===== config.mk =====
export PLATFORM = sky130hd
export DESIGN_NAME = ifetch_unit
export DESIGN_NICKNAME = d
export VERILOG_FILES = /design/src/rtl/ifetch_unit.sv
export SDC_FILE = /design/constraint.sdc
export NUM_CORES = 1
export LEC_CHECK = 0
export BUFFER_PORTS_ARGS = -buffer_cell sky130_fd_sc_hd__buf_2
export CAP_MARGIN = 20
export CORE_MARGIN = 1.5
export CORE_UTILIZATION = 56
export DETAILED_ROUTE_END_ITERATION = 10
export PLACE_DENSITY = 0.8
export SLEW_MARGIN = 5
export SYNTH_ARGS = -nofsm -noshare
export SYNTH_HDL_FRONTEND = slang
export SYNTH_SLANG_ARGS = --single-unit

===== constraint.sdc =====
create_clock -name clk -period 9.1 [get_ports clk]
set_clock_uncertainty 0.05 [all_clocks]
set_input_delay 2.73 -clock clk [delete_from_list [all_inputs] [get_ports clk]]
set_output_delay 2.73 -clock clk [all_outputs]
set_load 0.01 [all_outputs]

===== src/rtl/ifetch_unit.sv =====
// Instruction fetch front-end: PC, single-outstanding imem requests, prefetch FIFO to decode.
// Optional misaligned-redirect trap is enabled by defining IFETCH_ADEL_CHECK_EN.
module ifetch_unit #(
    parameter logic [31:0] RESET_PC  = 32'hBFC0_0000,
    parameter int unsigned BUF_DEPTH = 2
) (
    input  logic        clk,
    input  logic        reset,
    output logic        imem_req,
    output logic [31:0] imem_addr,
    input  logic        imem_ack,
    input  logic [31:0] imem_rdata,
    input  logic        redirect_valid,
    input  logic [31:0] redirect_pc,
    output logic        id_valid,
    input  logic        id_ready,
    output logic [31:0] id_instr,
    output logic [31:0] id_pc,
    output logic        id_adel
);

    localparam int unsigned PTR_W = (BUF_DEPTH > 1) ? $clog2(BUF_DEPTH) : 1;
    localparam int unsigned CNT_W = PTR_W + 1;
    localparam logic [CNT_W-1:0] DEPTH_C = CNT_W'(BUF_DEPTH);

    typedef enum logic [1:0] {IDLE, REQ, DISCARD, HALT} state_t;

    state_t             state_q, state_d;
    logic [31:0]        pc_q, pc_d;
    logic [31:0]        addr_q, addr_d;
    logic               req_q, req_d;
    logic [CNT_W-1:0]   cnt_q, cnt_d;
    logic [PTR_W-1:0]   rd_ptr_q, rd_ptr_d;
    logic [PTR_W-1:0]   wr_ptr_q, wr_ptr_d;
    logic               adel_pend_q, adel_pend_d;
    logic [31:0]        buf_pc_q    [BUF_DEPTH];
    logic [31:0]        buf_pc_d    [BUF_DEPTH];
    logic [31:0]        buf_instr_q [BUF_DEPTH];
    logic [31:0]        buf_instr_d [BUF_DEPTH];

    logic               push;
    logic               pop;
    logic [31:0]        push_instr;
    logic [31:0]        tgt_pc_c;
    logic               tgt_adel_c;

`ifdef IFETCH_ADEL_CHECK_EN
    logic               buf_adel_q [BUF_DEPTH];
    logic               buf_adel_d [BUF_DEPTH];
    logic               push_adel;

    assign tgt_pc_c   = redirect_pc;
    assign tgt_adel_c = |redirect_pc[1:0];
    assign id_adel    = buf_adel_q[rd_ptr_q];
`else
    assign tgt_pc_c   = redirect_pc & 32'hFFFF_FFFC;
    assign tgt_adel_c = 1'b0;
    assign id_adel    = 1'b0;
`endif

    assign imem_req  = req_q;
    assign imem_addr = addr_q;
    assign id_valid  = (cnt_q != '0);
    assign id_instr  = buf_instr_q[rd_ptr_q];
    assign id_pc     = buf_pc_q[rd_ptr_q];

    // Next-state, FIFO bookkeeping and redirect handling
    always_comb begin
        state_d     = state_q;
        pc_d        = pc_q;
        cnt_d       = cnt_q;
        rd_ptr_d    = rd_ptr_q;
        wr_ptr_d    = wr_ptr_q;
        adel_pend_d = adel_pend_q;
        buf_pc_d    = buf_pc_q;
        buf_instr_d = buf_instr_q;
`ifdef IFETCH_ADEL_CHECK_EN
        buf_adel_d  = buf_adel_q;
        push_adel   = 1'b0;
`endif
        push        = 1'b0;
        push_instr  = imem_rdata;
        pop         = id_valid & id_ready;

        case (state_q)
            IDLE: begin
                if (pop || (cnt_q < DEPTH_C)) state_d = REQ;
            end
            REQ: begin
                if (imem_ack) begin
                    push = 1'b1;
                    pc_d = pc_q + 32'd4;
                    if ((cnt_q + CNT_W'(1) - CNT_W'(pop)) >= DEPTH_C) state_d = IDLE;
                end
            end
            DISCARD: begin
                if (imem_ack) state_d = adel_pend_q ? HALT : REQ;
            end
            HALT: begin
                if (adel_pend_q) begin
                    push        = 1'b1;
                    push_instr  = 32'h0;
                    adel_pend_d = 1'b0;
`ifdef IFETCH_ADEL_CHECK_EN
                    push_adel   = 1'b1;
`endif
                end
            end
            default: state_d = IDLE;
        endcase

        if (push) begin
            buf_pc_d[wr_ptr_q]    = pc_q;
            buf_instr_d[wr_ptr_q] = push_instr;
`ifdef IFETCH_ADEL_CHECK_EN
            buf_adel_d[wr_ptr_q]  = push_adel;
`endif
            wr_ptr_d = wr_ptr_q + PTR_W'(1);
        end
        if (pop) rd_ptr_d = rd_ptr_q + PTR_W'(1);
        cnt_d = cnt_q + CNT_W'(push) - CNT_W'(pop);

        // Redirect flushes everything; an unacked request must still drain its ack
        if (redirect_valid) begin
            cnt_d       = '0;
            rd_ptr_d    = '0;
            wr_ptr_d    = '0;
            pc_d        = tgt_pc_c;
            adel_pend_d = tgt_adel_c;
            if (((state_q == REQ) || (state_q == DISCARD)) && !imem_ack) state_d = DISCARD;
            else state_d = tgt_adel_c ? HALT : REQ;
        end

        req_d  = (state_d == REQ) || (state_d == DISCARD);
        addr_d = (state_d == DISCARD) ? addr_q : pc_d;
    end

    always_ff @(posedge clk or posedge reset) begin
        if (reset) begin
            state_q     <= IDLE;
            pc_q        <= RESET_PC;
            addr_q      <= RESET_PC;
            req_q       <= 1'b0;
            cnt_q       <= '0;
            rd_ptr_q    <= '0;
            wr_ptr_q    <= '0;
            adel_pend_q <= 1'b0;
            for (int i = 0; i < int'(BUF_DEPTH); i++) begin
                buf_pc_q[i]    <= '0;
                buf_instr_q[i] <= '0;
`ifdef IFETCH_ADEL_CHECK_EN
                buf_adel_q[i]  <= 1'b0;
`endif
            end
        end else begin
            state_q     <= state_d;
            pc_q        <= pc_d;
            addr_q      <= addr_d;
            req_q       <= req_d;
            cnt_q       <= cnt_d;
            rd_ptr_q    <= rd_ptr_d;
            wr_ptr_q    <= wr_ptr_d;
            adel_pend_q <= adel_pend_d;
            buf_pc_q    <= buf_pc_d;
            buf_instr_q <= buf_instr_d;
`ifdef IFETCH_ADEL_CHECK_EN
            buf_adel_q  <= buf_adel_d;
`endif
        end
    end

endmodule


==> impl_metrics.py <==
metrics = {
    "status": {
        "status": "finished clean",
    },
    "clock_tree": {
        "cts_sinks": 199,
        "holdBufCountCts": 0,
        "clk_path_buf_depth": 2,
        "ctsResizeCount": 0,
        "clk_latency_ns": 0.43,
        "post_cts.repair.setup_buffers": 0,
        "cts-root-buf": "clkbuf_16",
        "numCtsBuffers": 17,
        "htreeDepth": 4,
        "clkTransAtPathRegs_ns": 0.07,
        "cts_tree": "built",
    },
    "power_and_ir_drop": {
        "pwr-share-seq": 0.407,
        "p_comb_frac": 0.361,
        "p_int_mw": 2.42,
        "power_density_nw_per_um2": 328,
        "p_switching_mw": 1.12,
        "p_sw_frac": 0.316,
        "vdd_drop_max_v": 0.000168,
        "clock_power_share": 0.232,
        "p_leak_nw": 4.91,
        "total_power_mw": 3.54,
    },
    "worst_setup_path": {
        "crit_path_end_kind": "output port",
        "crit_fanout": 34,
        "cp_slowest_stage_delay_ns": 0.85,
        "critPathKind": "reg2out",
        "cp-start-kind": "flop",
        "cp_slowest_cell": "dfrtp_2",
        "cp.required_ns": 6.32,
        "path_cells": "buf_4, mux2_2, buf_2",
        "worst_ep_arrival_time_ns": 2.46,
    },
    "route": {
        "viasPerCell": 5.69,
        "dr_total_vias": 6148,
        "drc": 0,
        "wl_mm": 20.2,
        "drt_iter0_markers": 367,
        "wl_per_cell_um": 18.6,
        "final_antenna_net_count": 0,
        "firstDrtPassIters": 7,
    },
    "die": {
        "ios": 168,
        "fp.dieH_um": 131,
        "rows": 46,
        "die_x_um": 131,
        "dieArea_sq_um": 17100,
        "design.core.area_sq_um": 15900,
        "start_util": 0.574,
    },
    "grt": {
        "grt-ovfl-total": 0,
        "grt_pass1_wl_mm": 31.8,
        "grt_antenna_before_repair": 1,
        "grt_max_degree": 109,
        "track_usage": 0.244,
        "grt_pass1_vias": 6413,
    },
    "sta": {
        "setup_viol": 0,
        "slew_headroom": 0.393,
        "finalSetupTns_ns": 0,
        "finalCriticalPeriod_ns": 5.24,
        "report.final.slew_viol_count": 0,
        "rsz0062_at_grt": "false",
        "hold_viol": 0,
        "fmax_mhz": 191,
        "worstMarginPinSlew_ns": 0.902,
        "fin_crit_sh": 0.576,
    },
    "logic_synthesis": {
        "ys_warn_count": 0,
        "synth_edf_count": 0,
        "syn_area_sq_um": 9110,
        "ys.flop_type": "dfrtp_1",
        "syn_avg_cell_area_sq_um": 13.0,
        "synth_fp_nets": 780,
        "synth_cell_types": 47,
        "syn_inst": 703,
        "synth_seq_cells": 199,
        "async_flop_share": 1.00,
        "synth-seq-area-share": 0.549,
    },
    "cells_and_area": {
        "nets": 929,
        "stdcell_count": 1081,
        "fill_cells": 1175,
        "syn_to_final_growth_pct": 18.5,
        "layout-drive-gt1-share": 0.517,
        "final_util": 0.680,
    },
    "job": {
        "max_cap_violations": 0,
    },
    "worst_hold_path": {
        "hold_class": "reg2reg",
    },
    "place": {
        "portBuffers": 164,
        "hpwl_mm": 13.3,
        "placed_cells": 1047,
        "place.gp.congestion": 0.832,
    },
}
registers in the layout (all words and copies together), names as in the netlist, named ones only:
name / cells
imem_addr: 32
wr_ptr_q: 1
pc_q: 32
cnt_q: 2
buf_instr_q: 64
imem_req: 1
buf_pc_q: 64
rd_ptr_q: 1
state_q: 1
power by group through the flow:
stage / logic [mW] / clock network (mW) / registers, mW
floorplan: 0.899 / 0 / 1.39
global placement: 1.24 / 0 / 1.42
detailed placement: 1.28 / 0 / 1.45
CTS: 1.29 / 0.833 / 1.44
global route: 1.39 / 0.870 / 1.49
finish: 1.28 / 0.823 / 1.44
cell families after synthesis:
| kind of cell | count (synthesis) | synth area share |
|---|---|---|
| mux | 221 | 0.272 |
| other cells | 1 | 0.000411 |
| flops | 199 | 0.549 |
| buf+inv | 53 | 0.0229 |
| simple gates | 145 | 0.0835 |
| fa+ha+maj | 8 | 0.0110 |
| compound gates | 51 | 0.0369 |
| xor+xnor | 25 | 0.0240 |
cells in the final DEF (no fill, tap or decap), types with 3 or more instances in the layout:
cell        netlist  routed
a21oi_1           9       9
a221o_1           7       7
a31oi_1           5       5
and2_1            3       3
and4_1            5       5
buf_2             5     164
buf_4             1       6
bufinv_16         0       5
clkbuf_16         0      17
clkinvlp_4        0       3
dfrtp_1         181     180
dfstp_2          18      18
ha_1              8       7
inv_1            10       9
mux2_2          217     217
mux2i_1           4       4
nand2_1          40      40
nand3_1          17      16
nand4_1          11      11
nor2_1           24      24
nor2b_1           4       4
nor3_1           10      10
nor3b_1           3       3
nor4_1            6       6
o211ai_1          4       4
o21ai_0          16      16
or2_2             2       3
or3_1             5       5
or4_1             4       4
xnor2_1          12      12
xor2_1           13      13
final cells by class:
| class | count | area [sq um] | area share |
|---|---|---|---|
| Inverter | 11 | 48.8 | 0.00452 |
| Clock inverter | 12 | 200 | 0.0185 |
| Clock buffer | 19 | 443 | 0.0410 |
| Tap cell | 216 | 270 | 0.0250 |
| Timing Repair Buffer | 172 | 913 | 0.0846 |
| Multi-Input combinational cell | 451 | 3920 | 0.363 |
| Antenna cell | 1 | 2.50 | 0.000232 |
| Sequential cell | 199 | 5000 | 0.463 |
cells in the mapped netlist (all sizes together), types with 7 or more instances:
library cell	number	area, sq um
nor3	10	50.1
ha	8	100
inv	10	37.5
nor2	24	90.1
buf	7	36.3
xor2	13	114
nand2	40	150
dfrtp	181	4530
dfstp	18	473
nand3	18	103
a221o	7	70.1
xnor2	12	105
nand4	12	81.3
o21ai	16	80.1
mux2	217	2440
a21oi	9	45.0
clkbuf	35	131
metrics by stage:
step | hold slack [ns] | setup slack (ns) | instance area (sq um)
2_1_floorplan | 0.394 | 0.924 | 9110
3_3_place_gp | 0.409 | 3.83 | 10100
3_5_place_dp | 0.416 | 3.71 | 10100
4_1_cts | 0.430 | 3.84 | 10800
5_1_grt | 0.460 | 3.74 | 10800
6_report | 0.427 | 3.86 | 10800
worst max-delay path: cells and delay by family, from the launching register on:
family,cells,cell delay (ns)
muxes,1,0.43
buffers and inverters,2,0.74
DFF,1,0.85
routing by layer:
metal	wire length [um]	track usage	vias to the layer above
met4	378	0.0931	0
met5	0	0	-
met1	8540	0.303	3107
met2	10100	0.416	187
li1	-	-	2824
met3	1110	0.0582	30
final timing paths:
kind	start	to	slack, ns	cells after the start
max	rd_ptr_q	id_pc[14]	3.86	3
min	buf_pc_q[24]	buf_pc_q[24]	0.43	2
max reg2reg	flop	imem_addr[20]	6.16	7
min reg2reg	buf_pc_q[24]	buf_pc_q[24]	0.43	2
max in group asynchronous	reset	imem_addr[22]	5.38	4
min in group asynchronous	reset	buf_instr_q[11]	2.37	2
No activity file was read; power rests on OpenSTA's default activity.
